--- config.mk ---
export PLATFORM = sky130hd
export DESIGN_NAME = lsu_handshake
export DESIGN_NICKNAME = d
export VERILOG_FILES = /design/src/rtl/lsu_handshake.sv
export SDC_FILE = /design/constraint.sdc
export NUM_CORES = 1
export LEC_CHECK = 0
export CAP_MARGIN = 20
export CORE_MARGIN = 4
export CORE_UTILIZATION = 49
export CTS_CLUSTER_DIAMETER = 150
export DETAILED_ROUTE_END_ITERATION = 6
export GPL_TIMING_DRIVEN = 1
export HOLD_SLACK_MARGIN = 0.1
export PLACE_DENSITY = 0.95
export REMOVE_ABC_BUFFERS = 1
export SLEW_MARGIN = 20
export SYNTH_ARGS = -nofsm -noshare
export SYNTH_HDL_FRONTEND = slang
export SYNTH_SLANG_ARGS = --single-unit
export TNS_END_PERCENT = 100
--- constraint.sdc ---
create_clock -name clk -period 5.1 [get_ports clk]
set_input_delay 1.02 -clock clk [delete_from_list [all_inputs] [get_ports clk]]
set_output_delay 1.02 -clock clk [all_outputs]
set_load 0.005 [all_outputs]
--- src/rtl/lsu_handshake.sv ---
// Load/store unit between the execute stage and the data-memory port.
// Multi-cycle request/valid handshake with byte/half/word/double lanes,
// misalignment detection and a timeout on unresponsive memory.
module lsu_handshake #(
    parameter int DataWidth     = 32,
    parameter int TimeoutCycles = 255
) (
    input  logic                   clk,
    input  logic                   rst,
    input  logic                   op_valid,
    input  logic                   op_we,
    input  logic [1:0]             op_size,
    input  logic                   op_unsigned,
    input  logic [DataWidth-1:0]   op_addr,
    input  logic [DataWidth-1:0]   op_wdata,
    output logic                   stall,
    output logic                   done,
    output logic [DataWidth-1:0]   rdata,
    output logic                   misaligned,
    output logic                   access_fault,
    output logic                   mem_request,
    output logic                   mem_we_re,
    output logic [DataWidth/8-1:0] mem_mask,
    output logic [DataWidth-1:0]   mem_addr,
    output logic [DataWidth-1:0]   mem_wdata,
    input  logic                   mem_valid,
    input  logic [DataWidth-1:0]   mem_rdata
);
    localparam int NB   = DataWidth / 8;
    localparam int OFFW = $clog2(NB);
    localparam logic [DataWidth-1:0] ALIGN_MASK = ~(DataWidth'(NB - 1));
    localparam logic [15:0] TIMEOUT_LIMIT = 16'(TimeoutCycles);

    typedef enum logic [1:0] {
        ST_IDLE = 2'd0,
        ST_REQ  = 2'd1,
        ST_WAIT = 2'd2,
        ST_RESP = 2'd3
    } state_t;

    // Byte offset inside the data word, widened to 3 bits for both datapaths.
    function automatic logic [2:0] byte_off(input logic [DataWidth-1:0] addr);
        return 3'(addr[OFFW-1:0]);
    endfunction

    // Misaligned for its size, or a double access on a 32-bit datapath.
    function automatic logic op_is_bad(input logic [1:0] size, input logic [2:0] off);
        logic bad;
        case (size)
            2'b00:   bad = 1'b0;
            2'b01:   bad = off[0];
            2'b10:   bad = |off[1:0];
            2'b11:   bad = (DataWidth == 32) ? 1'b1 : |off;
            default: bad = 1'b1;
        endcase
        return bad;
    endfunction

    // Byte enables: 2^size contiguous lanes starting at the byte offset.
    function automatic logic [NB-1:0] lane_mask(input logic [1:0] size, input logic [2:0] off);
        logic [NB-1:0] m;
        m = {NB{1'b0}};
        for (int i = 0; i < NB; i++) begin
            if ((i >= int'(off)) && (i < int'(off) + (1 << size))) begin
                m[i] = 1'b1;
            end else begin
                m[i] = 1'b0;
            end
        end
        return m;
    endfunction

    // Right-justify the addressed lanes and sign/zero extend; full-width loads pass through.
    function automatic logic [DataWidth-1:0] format_load(input logic [DataWidth-1:0] raw,
                                                         input logic [1:0] size,
                                                         input logic [2:0] off,
                                                         input logic uns);
        logic [DataWidth-1:0] sh;
        logic [DataWidth-1:0] low_mask;
        logic [DataWidth-1:0] res;
        int nbits;
        int sidx;
        sh    = raw >> {off, 3'b000};
        nbits = 8 * (1 << size);
        sidx  = (nbits < DataWidth) ? (nbits - 1) : (DataWidth - 1);
        for (int i = 0; i < DataWidth; i++) begin
            low_mask[i] = (i < nbits) ? 1'b1 : 1'b0;
        end
        if (!uns && (nbits < DataWidth) && sh[sidx]) begin
            res = sh | ~low_mask;
        end else begin
            res = sh & low_mask;
        end
        return res;
    endfunction

    state_t                 state_r, state_n;
    logic [15:0]            cnt_r, cnt_n;
    logic                   bad_s;
    logic                   timeout_s;
    logic [2:0]             op_off_s;
    logic                   we_r;
    logic [1:0]             size_r;
    logic                   uns_r;
    logic [2:0]             off_r;
    logic [DataWidth-1:0]   addr_r;
    logic [NB-1:0]          mask_r;
    logic [DataWidth-1:0]   wdata_r;
    logic [DataWidth-1:0]   rdata_r;
    logic                   mis_r;
    logic                   fault_r;

    assign op_off_s = byte_off(op_addr);
    assign bad_s    = op_is_bad(op_size, op_off_s);

    // State register and wait counter.
    always_ff @(posedge clk) begin
        if (rst) begin
            state_r <= ST_IDLE;
            cnt_r   <= 16'd0;
        end else begin
            state_r <= state_n;
            cnt_r   <= cnt_n;
        end
    end

    // Next-state logic: acceptance, handshake progress and timeout detection.
    always_comb begin
        state_n   = state_r;
        cnt_n     = cnt_r;
        timeout_s = 1'b0;
        case (state_r)
            ST_IDLE: begin
                cnt_n = 16'd0;
                if (op_valid) begin
                    state_n = bad_s ? ST_RESP : ST_REQ;
                end else begin
                    state_n = ST_IDLE;
                end
            end
            ST_REQ: begin
                if (mem_valid) begin
                    state_n = ST_RESP;
                end else begin
                    state_n = ST_WAIT;
                end
            end
            ST_WAIT: begin
                if (mem_valid) begin
                    state_n = ST_RESP;
                end else if ((cnt_r + 16'd1) == TIMEOUT_LIMIT) begin
                    state_n   = ST_RESP;
                    timeout_s = 1'b1;
                end else begin
                    cnt_n = cnt_r + 16'd1;
                end
            end
            ST_RESP: begin
                state_n = ST_IDLE;
            end
            default: begin
                state_n = ST_IDLE;
            end
        endcase
    end

    // Latch op fields at acceptance, capture the load result or the fault flags.
    always_ff @(posedge clk) begin
        if (rst) begin
            we_r    <= 1'b0;
            size_r  <= 2'b00;
            uns_r   <= 1'b0;
            off_r   <= 3'd0;
            addr_r  <= {DataWidth{1'b0}};
            mask_r  <= {NB{1'b0}};
            wdata_r <= {DataWidth{1'b0}};
            rdata_r <= {DataWidth{1'b0}};
            mis_r   <= 1'b0;
            fault_r <= 1'b0;
        end else begin
            case (state_r)
                ST_IDLE: begin
                    if (op_valid && bad_s) begin
                        mis_r   <= 1'b1;
                        fault_r <= 1'b0;
                        rdata_r <= {DataWidth{1'b0}};
                    end else if (op_valid) begin
                        we_r    <= op_we;
                        size_r  <= op_size;
                        uns_r   <= op_unsigned;
                        off_r   <= op_off_s;
                        addr_r  <= op_addr & ALIGN_MASK;
                        mask_r  <= lane_mask(op_size, op_off_s);
                        wdata_r <= op_wdata << {op_off_s, 3'b000};
                        mis_r   <= 1'b0;
                        fault_r <= 1'b0;
                    end else begin
                        mis_r   <= 1'b0;
                        fault_r <= 1'b0;
                    end
                end
                ST_REQ, ST_WAIT: begin
                    if (mem_valid) begin
                        rdata_r <= we_r ? {DataWidth{1'b0}}
                                        : format_load(mem_rdata, size_r, off_r, uns_r);
                    end else if (timeout_s) begin
                        fault_r <= 1'b1;
                        rdata_r <= {DataWidth{1'b0}};
                    end else begin
                        rdata_r <= rdata_r;
                    end
                end
                ST_RESP: begin
                    rdata_r <= {DataWidth{1'b0}};
                    mis_r   <= 1'b0;
                    fault_r <= 1'b0;
                end
                default: begin
                    rdata_r <= {DataWidth{1'b0}};
                    mis_r   <= 1'b0;
                    fault_r <= 1'b0;
                end
            endcase
        end
    end

    assign mem_request  = (state_r == ST_REQ) || (state_r == ST_WAIT);
    assign stall        = ((state_r == ST_IDLE) && op_valid) || mem_request;
    assign done         = (state_r == ST_RESP);
    assign rdata        = rdata_r;
    assign misaligned   = done && mis_r;
    assign access_fault = done && fault_r;
    assign mem_we_re    = we_r;
    assign mem_mask     = mask_r;
    assign mem_addr     = addr_r;
    assign mem_wdata    = wdata_r;

endmodule

==> key figures, run 1 <==
Route
  • Routed Antenna Nets: 0
  • Drt drc: 0
  • Vias per cell: roughly 5.7
  • DR pass1 iterations: 5
  • Detailed Route WL: 19100 µm
  • Initial DRC Count: roughly 540
  • Wirelength per Cell: roughly 18 µm
  • Via count: around 6200

Synth
  • Top FF cell, synth: dfxtp_1
  • Seq cells post-synth: approximately 120
  • Yosys cell types: 63
  • Mapped Cells: about 740
  • Yosys warnings: 0
  • Syn Std Cell Area: 6100 µm²
  • Sequential fraction of the synthesis area: roughly two fifths
  • Synth Area per Inst: just over 8 µm²
  • EDFF count, synth: 0
  • Async set-reset flop share out of synthesis: 0%

Floorplan
  • Die area: around 14000 µm²
  • Die Height: 120 µm
  • Core area: between 10000 and 15000 µm²
  • Die X: ~120 µm
  • Initial Util: 50.4%
  • Num rows: 40
  • IO Pins: 210

STA
  • Unrepaired setup endpoints after global routing: false
  • Worst-margin pin slew: 1.01 ns
  • Total Neg Setup Slack: 0 ns
  • Min cycle time layout: roughly 3.4 ns
  • Fmax: between 200 and 300 MHz
  • Final cycle utilization of the critical path: around two thirds
  • Slew Viols, Final: 0
  • Final hold vios: 0
  • Slew HR: between 30% and 40%
  • Max Clock Skew: 0.00845 ns
  • Endpoints failing setup: 0

Clock tree
  • PostCTS Resize Cnt: 0
  • Root buf cell: clkbuf_16
  • CTS buffer count: 17
  • CTS sink cnt: roughly 120
  • CTS Hold Bufs: 0
  • Skew-Pair Late Insertion Delay: 0.42 ns
  • Post-CTS setup buffers: 0
  • Clk buf depth: 2
  • Reg clk slew, reported paths: around 0.050 ns
  • H-tree level count: 4
  • CTS tree: yes

Worst setup path
  • CP peak stage delay: 0.57 ns
  • Critical Path Source Type: input port
  • Cell-by-cell trace of the critical path: clkdlybuf4s50_1 -> nand2_1 -> nand2_1 -> clkdlybuf4s50_1
  • CP max stage cell: clkdlybuf4s50_1
  • Worst r2r src: cnt_r[1]$_SDFFE_PP0P_
  • Crit-path max FO: 3
  • Worst Path Arrival: between 2 and 2.5 ns
  • Worst setup path class: input port to output pin
  • Crit. End Element: output pin
  • Data required, critical path: just over 4 ns
  • Crit path from: op_valid

Cells and area
  • Number of diodes: 0
  • Final core occ: between 70% and 80%
  • Area grow syn2layout: 42.9%
  • Final nets: between 1000 and 1500
  • Design Area, Final: ~8700 µm²
  • Share of layout cells above drive strength 1: 5.67%

Pwr
  • LEAKAGE: about 3.2 nW
  • VDD IR max: 0.303 mV
  • Total power: 0.00273 W
  • Power density over the cells: around 310 nW/µm²

Hold path
  • Hold crit path type: register to register
  • Min-delay src: mem_mask[3]$_SDFFE_PP0P_

Global route
  • Antenna violations before repair: 0
  • Total gr overflow: 0
  • First-pass GRT wire length: 30600 µm
  • Number of global-route vias before repair: a little over 6000
  • Pin count of the biggest net entering global routing: about 90
  • All-Layer GR Usage: about a quarter

Status
  • Status: completed

Placed design
  • RD Place Congestion: about 0.9
  • Port bufs: around 210
  • Area post-placement: 8170 µm²
  • Post-DP HPWL: about 13000 µm

Job
  • Max-Cap Viols: 0
-- synth_stat cells, types with 3 or more instances --
cell | instances | area (µm²)
ha_1 | 8 | 100
mux2i_1 | 36 | 360
nor3_1 | 24 | 120
a22o_1 | 11 | 96.3
a21boi_0 | 8 | 60.1
mux2_2 | 3 | 33.8
nor2b_1 | 21 | 131
and2_1 | 7 | 43.8
a32o_1 | 8 | 80.1
a21oi_1 | 73 | 365
a22oi_1 | 8 | 60.1
nand3b_1 | 17 | 128
nand3_1 | 19 | 95.1
inv_1 | 9 | 33.8
o31ai_1 | 13 | 97.6
a21o_1 | 3 | 22.5
a221o_1 | 7 | 70.1
nand2b_1 | 3 | 18.8
buf_6 | 3 | 33.8
and4_1 | 3 | 26.3
dfxtp_1 | 124 | 2480
xnor2_1 | 4 | 35.0
buf_1 | 7 | 26.3
buf_2 | 10 | 50.1
nor2_1 | 55 | 206
nand4_1 | 4 | 25.0
a211oi_1 | 25 | 188
or2_2 | 3 | 18.8
and3_1 | 4 | 25.0
nand2_1 | 106 | 398
a211o_1 | 9 | 78.8
o21ai_0 | 23 | 115
clkbuf_1 | 41 | 154
-- layout make-up --
cell class / count / area, µm²
sequential: 124 / 2480
timing repair buffer: 214 / 2120
multi-input combinational: 538 / 3310
clock inverter: 7 / 65.1
tap: 168 / 210
inverter: 10 / 37.5
fill: 881 / 3400
clock buffer: 24 / 482
-- flip-flops by register name (all words and copies together), names as in the netlist --
signal / count
cnt_r: 16
fault_r: 1
mem_addr: 30
mem_mask: 4
mem_wdata: 32
mem_we_re: 1
mis_r: 1
off_r: 2
rdata: 32
size_r: 2
state_r: 2
uns_r: 1
-- cell usage in the layout, fill, tap and decap left out, drive strengths merged, types with 11 or more instances in the layout --
| master | n |
|---|---|
| o21ai | 26 |
| a211oi | 25 |
| nand2 | 106 |
| o31ai | 14 |
| a21oi | 73 |
| clkdlybuf4s50 | 206 |
| mux2i | 36 |
| a22o | 11 |
| nor2 | 56 |
| nor3 | 24 |
| nand3 | 19 |
| clkbuf | 24 |
| nor2b | 21 |
| dfxtp | 124 |
| nand3b | 17 |
-- per-stage QoR --
stage                     hold slack [ns]  worst slack, ns  cells
after detailed placement            0.448             1.49   1054
after global routing                0.481             1.64   1085
after CTS                           0.455             1.68   1085
after global placement              0.440             1.58   1054
after floorplan                     0.434            0.546    672
final                               0.452             1.70   1085
-- logic make-up after synthesis --
| logic type | count (synthesis) | synth area share, % |
|---|---|---|
| AOI/OAI and AO/OA | 204 | 22.7 |
| xor gates and xnor gates | 6 | 0.862 |
| adders and majority gates | 9 | 1.97 |
| buffers and inverters | 75 | 5.35 |
| DFF | 124 | 40.7 |
| muxes | 39 | 6.46 |
| other | 1 | 0.0615 |
| and+or+nand+nor | 278 | 21.9 |
-- critical path: cells and delay by family --
kind	cells	cell delay, ns
buffers and inverters	2	1.07
AND/OR/NAND/NOR	2	0.29
-- final timing paths --
check / end / slack (ns) / cells after the start
min reg2reg: mem_mask[3]$_SDFFE_PP0P_ / 0.45 / 2
min: mem_mask[3]$_SDFFE_PP0P_ / 0.45 / 2
max: stall / 1.70 / 4
max reg2reg: rdata[19]$_SDFFE_PP0P_ / 2.09 / 8
-- layer usage --
layer / global-route usage, % / routed length [µm] / up-vias / share of wire [%]
met5: 0 / 0 / - / 0
met4: 9.23 / 439 / 0 / 2.3
met3: 11.3 / 2000 / 41 / 10
met2: 43.9 / 9100 / 279 / 48
met1: 30.6 / 7610 / 2932 / 40
li1: - / - / 2964 / -
-- where the power goes --
part           internal [W]  total, W  switching, W  leakage, nW
logic              0.000262  0.000536      0.000274         1.90
clock network      0.000702   0.00113      0.000426        0.266
registers           0.00102   0.00106     0.0000384         1.01
total               0.00199   0.00273      0.000738         3.17
Note: power is estimated with default switching activity, not from simulation.
==> inputs of run 2 (changes only) <==
Settings changed: CORE_UTILIZATION 49 to 41, PLACE_DENSITY 0.95 to 0.85.
Clock period 5.1 ns to 2.8 ns, I/O delays scaled along.
==> key figures, run 2 (synthesis results as in run 1) <==
Worst setup path
  • Worst Path Arrival: 2.92 ns
  • Crit. End Element: register
  • CP peak stage delay: approximately 0.6 ns
  • Reg2reg end: rdata[29]$_SDFFE_PP0P_
  • Worst setup path class: register to register
  • R2r setup slk: about 0.2 ns
  • Crit-path max FO: 25
  • Critical Path Source Type: register
  • Worst Reg-to-Reg Cells: 8
  • Data required, critical path: 3.11 ns
  • Cell-by-cell trace of the critical path: ha_1 -> and4_1 -> a311oi_1 -> a31oi_1 -> or4_4 -> o31a_1 -> buf_12 -> o31ai_1
  • Worst r2r src: cnt_r[0]$_SDFFE_PP0P_
  • CP max stage cell: or4_4

Floorplan
  • IO Pins: 210
  • Initial Util: between 40% and 50%
  • Die X: 130 µm
  • Die Height: roughly 130 µm
  • Die area: about 17000 µm²
  • Core area: around 15000 µm²
  • Num rows: 44

Hold path
  • Hold crit path type: register to register
  • Min-delay src: mem_addr[6]$_SDFFE_PP0P_
  • Cell count of the worst hold path: 2
  • Worst Hold End: mem_addr[6]$_SDFFE_PP0P_

STA
  • Final hold vios: 0
  • Final worst slack: roughly 0.19 ns
  • Final cycle utilization of the critical path: between 90% and 100%
  • Endpoints failing setup: 0
  • Slew Viols, Final: 0
  • Unrepaired setup endpoints after global routing: false
  • Worst-margin pin slew: approximately 0.72 ns
  • Total Neg Setup Slack: 0 ns
  • Min cycle time layout: between 2 and 3 ns
  • Slew HR: between 50% and 60%
  • Fmax: ~380 MHz
  • Max Clock Skew: between 0.007 and 0.008 ns

Global route
  • Antenna violations before repair: 0
  • All-Layer GR Usage: between 20% and 30%
  • Number of global-route vias before repair: slightly below 6000
  • First-pass GRT wire length: 28900 µm
  • Total gr overflow: 0
  • Pin count of the biggest net entering global routing: between 60 and 70

Pwr
  • VDD IR max: roughly 0.37 mV
  • Power density over the cells: approximately 590 nW/µm²
  • LEAKAGE: 3.34 nW

Route
  • Drt drc: 0
  • Via count: about 6000
  • Initial DRC Count: roughly 380
  • DR pass1 iterations: 4
  • Detailed Route WL: 18600 µm
  • Wirelength per Cell: about 17 µm
  • Routed Antenna Nets: 0
  • Vias per cell: roughly 5.5

Clock tree
  • H-tree level count: 4
  • Clk buf depth: 2
  • CTS tree: yes
  • Post-CTS setup buffers: 0
  • CTS buffer count: 17
  • Skew-Pair Late Insertion Delay: 0.41 ns
  • PostCTS Resize Cnt: 0
  • Root buf cell: clkbuf_16
  • CTS Hold Bufs: 0
  • CTS sink cnt: 124
  • Reg clk slew, reported paths: around 0.06 ns

Cells and area
  • FF+latch area: 2480 µm²
  • Commonest non-fill, non-tap cell in the layout: clkdlybuf4s50_1
  • Area grow syn2layout: 47.8%
  • Final nets: 1040
  • Multi-input logic area: roughly 3300 µm²
  • Share of layout cells above drive strength 1: 8.40%
  • Design Area, Final: around 9000 µm²
  • Commonest non-fill, non-tap cells in the layout: clkdlybuf4s50_1 (206), dfxtp_1 (124), nand2_1 (106), a21oi_1 (73), nor2_1 (55)
  • Layout fillers: 1263
  • Final core occ: between 60% and 70%
  • Number of diodes: 0

Placed design
  • Area post-placement: 8380 µm²
  • RD Place Congestion: a little under 0.9
  • Post-DP HPWL: about 13000 µm
  • Pre-CTS setup slack: around 0.019 ns
  • Port bufs: 207

Job
  • Max-Cap Viols: 0

Status
  • Status: completed
## run 2: cell count changes in the layout (fill, tap and decap cells not counted), sizes merged
| cell | change |
|---|---|
| clkinv | +1 |
| bufinv | +2 |
| clkinvlp | -1 |
| inv | +3 |
| buf | +22 |
| clkbuf | -4 |
## run 2: report_power, final
group	switching (W)	leakage, nW	internal [W]	total, W
sequential	0.0000605	1.01	0.00186	0.00192
combinational	0.000508	2.03	0.000527	0.00104
clock	0.000843	0.307	0.00148	0.00232
total	0.00141	3.34	0.00387	0.00528
## run 2: cell type report
| type | count | share of cell area [%] |
|---|---|---|
| Clock buffer | 20 | 5.18 |
| Clock inverter | 12 | 1.78 |
| Inverter | 10 | 0.416 |
| Multi-Input combinational cell | 538 | 36.8 |
| Sequential cell | 124 | 27.5 |
| Tap cell | 184 | 2.55 |
| Timing Repair Buffer | 236 | 25.8 |
## run 2: worst max path at each step
stage | start | end
6_report | cnt_r[0]$_SDFFE_PP0P_ | rdata[29]$_SDFFE_PP0P_
5_1_grt | cnt_r[0]$_SDFFE_PP0P_ | rdata[29]$_SDFFE_PP0P_
4_1_cts | cnt_r[0]$_SDFFE_PP0P_ | rdata[16]$_SDFFE_PP0P_
3_5_place_dp | mem_rdata[31] | rdata[23]$_SDFFE_PP0P_
3_3_place_gp | mem_rdata[31] | rdata[23]$_SDFFE_PP0P_
2_1_floorplan | op_addr[0] | mem_mask[0]$_SDFFE_PP0P_
## run 2: layer usage
layer,vias to the layer above,track usage (%),routed length [µm]
li1,3011,-,-
met1,2874,25.7,7730
met2,235,34.5,8540
met3,26,9.46,1990
met4,0,7.70,344
met5,-,0,0
## run 2: metrics by stage
| step | std cells | power (W) | hold slack [ns] |
|---|---|---|---|
| detailed placement | 1091 | 0.00299 | 0.446 |
| finish | 1124 | 0.00528 | 0.451 |
| global placement | 1091 | 0.00298 | 0.441 |
| global route | 1124 | 0.00550 | 0.470 |
| floorplan | 672 | 0.00239 | 0.434 |
| CTS | 1123 | 0.00531 | 0.453 |
## run 2: critical path: cells and delay by family, from the launching register on
family          cells  cell delay [ns]
simple gates        2             0.85
buf+inv             1             0.17
compound gates      4             0.92
flops               1             0.31
fa+ha+maj           1             0.25
==> inputs of run 3 (changes only) <==
Settings changed: CORE_ASPECT_RATIO from default to 1.5, CORE_MARGIN 4 to default.
==> key figures, run 3 (synthesis results as in run 1) <==
STA
  • Min cycle time layout: approximately 2.7 ns
  • Final cycle utilization of the critical path: between 90% and 100%
  • Endpoints failing setup: 0
  • Total Neg Setup Slack: 0 ns
  • Worst-margin pin slew: roughly 0.89 ns
  • Max Clock Skew: 0.0102 ns
  • Unrepaired setup endpoints after global routing: false
  • Slew HR: around 41%
  • Slew Viols, Final: 0
  • Fmax: approximately 380 MHz
  • Final hold vios: 0

Global route
  • Pin count of the biggest net entering global routing: 89
  • Total gr overflow: 0
  • Number of global-route vias before repair: 5774
  • First-pass GRT wire length: between 20000 and 30000 µm
  • All-Layer GR Usage: between 20% and 30%
  • Antenna violations before repair: 0

Pwr
  • Internal Power: around 0.0036 W
  • LEAKAGE: 3.31 nW
  • Switching share of total power: 28.3%
  • Net switching power: 0.00144 W
  • Power density over the cells: approximately 560 nW/µm²
  • VDD IR max: between 0.3 and 0.4 mV
  • Clk pwr share: between 40% and 50%
  • Comb power frac: a little over a fifth
  • Flop pwr share: 37.9%

Worst setup path
  • Crit. End Element: register
  • Crit-path max FO: 13
  • R2r setup slk: around 0.14 ns
  • CP max stage cell: or4_1
  • Critical Path Source Type: register
  • Worst setup path class: register to register
  • Cell-by-cell trace of the critical path: nand4_2 -> or4_1 -> nor3b_1 -> o21ai_2 -> o21ai_4 -> and2_4 -> a221o_1
  • Worst r2r src: cnt_r[3]$_SDFFE_PP0P_
  • Worst Reg-to-Reg Cells: 7
  • Data required, critical path: between 3 and 4 ns
  • CP peak stage delay: roughly 0.6 ns
  • Family with the most delay on the worst path: simple AND/OR/NAND/NOR gates
  • Worst Path Arrival: between 2 and 3 ns
  • Reg2reg end: cnt_r[4]$_SDFFE_PP0P_
  • Critical path buffer and inverter count: 0

Placed design
  • Area post-placement: roughly 8400 µm²
  • RD Place Congestion: ~0.86
  • Port bufs: approximately 210
  • Post-DP HPWL: approximately 13000 µm

Floorplan
  • Num rows: between 50 and 60
  • Die area: ~15000 µm²
  • Core area: around 15000 µm²
  • Die X: around 100 µm
  • IO Pins: 210
  • Initial Util: 42.0%
  • Die Height: 151 µm

Hold path
  • Min-delay src: mem_mask[3]$_SDFFE_PP0P_
  • Cell count of the worst hold path: 2
  • Worst Hold End: mem_mask[3]$_SDFFE_PP0P_
  • Hold crit path type: register to register

Route
  • Drt drc: 0
  • Vias per cell: between 5 and 6
  • Wirelength per Cell: between 15 and 20 µm
  • Routed Antenna Nets: 0
  • Initial DRC Count: 227
  • DR WL met3: between 1000 and 1500 µm
  • Metal-1 WL: 7260 µm
  • Via count: between 6000 and 7000
  • DR top layer: met4
  • Metal2 WL: around 9300 µm
  • DR pass1 iterations: 5
  • Detailed Route WL: 18200 µm

Status
  • Status: completed

Clock tree
  • H-tree level count: 4
  • Reg clk slew, reported paths: about 0.060 ns
  • CTS Hold Bufs: 0
  • Root buf cell: clkbuf_16
  • CTS buffer count: 17
  • CTS sink cnt: between 100 and 150
  • Skew-Pair Late Insertion Delay: 0.41 ns
  • CTS tree: yes
  • Post-CTS setup buffers: 0
  • Clk buf depth: 2

Cells and area
  • Commonest non-fill, non-tap cell in the layout: clkdlybuf4s50_1
  • Design Area, Final: between 8000 and 9000 µm²
  • Number of diodes: 0
  • Final nets: 1040
  • Area grow syn2layout: 47.4%
  • Share of layout cells above drive strength 1: approximately 8.5%
  • Commonest non-fill, non-tap cells in the layout: clkdlybuf4s50_1 (206), dfxtp_1 (124), nand2_1 (106), a21oi_1 (73), nor2_1 (55)

Job
  • Max-Cap Viols: 0
[run 3: per-layer routing]
metal  vias to the layer above  track usage [%]
li1                       2990                -
met1                      2835             27.7
met2                       220             40.1
met3                        34             5.54
met4                         0             10.7
met5                         -                0
[run 3: how the worst max path moves through the flow]
stage                           from                  endpoint  slack [ns]  cells after the start
2_1_floorplan             op_addr[0]  mem_mask[0]$_SDFFE_PP0P_       -1.29                      6
3_3_place_gp           mem_rdata[31]    rdata[23]$_SDFFE_PP0P_        0.12                      8
3_5_place_dp           mem_rdata[31]    rdata[23]$_SDFFE_PP0P_        0.03                      8
4_1_cts        cnt_r[0]$_SDFFE_PP0P_     cnt_r[4]$_SDFFE_PP0P_        0.13                      9
5_1_grt        cnt_r[3]$_SDFFE_PP0P_    cnt_r[11]$_SDFFE_PP0P_        0.03                      7
6_report       cnt_r[3]$_SDFFE_PP0P_     cnt_r[4]$_SDFFE_PP0P_        0.14                      7
[run 3: timing repair]
action	CTS	global route
endpoints found under the setup margin	0	5
endpoints found under the hold margin	0	0
resized for setup	0	1
[run 3: cell type report]
cell class	instances	area, µm²
inverters	10	37.5
flip-flops and latches	124	2480
clock inverters	14	134
clock buffers	18	429
well taps	196	245
fillers	1252	5540
repair buffers	236	2340
multi-input cells	538	3320
[run 3: power by group through the flow]
stage          sequential (W)  clock (W)  combinational [W]
2_1_floorplan         0.00198          0           0.000418
3_3_place_gp          0.00195          0            0.00103
3_5_place_dp          0.00196          0            0.00105
4_1_cts               0.00192    0.00212            0.00106
5_1_grt               0.00193    0.00220            0.00115
6_report              0.00192    0.00209            0.00106
[run 3: worst register-to-register path, stage by stage, from the launching register on]
cell and delay [ns]:
dfxtp_1 0.48, nand4_2 0.22, or4_1 0.60, nor3b_1 0.18, o21ai_2 0.35, o21ai_4 0.14
and2_4 0.22, a221o_1 0.36
[run 3: per-stage QoR]
step | hold WS (ns) | worst slack [ns] | util (%) | std cells | power [W]
finish | 0.451 | 0.140 | 61.9 | 1136 | 0.00507
global route | 0.476 | 0.0280 | 61.9 | 1136 | 0.00528
CTS | 0.454 | 0.126 | 61.8 | 1136 | 0.00510
detailed placement | 0.446 | 0.0330 | 58.0 | 1104 | 0.00301
global placement | 0.441 | 0.118 | 58.0 | 1104 | 0.00299
floorplan | 0.434 | -1.29 | - | 672 | 0.00239
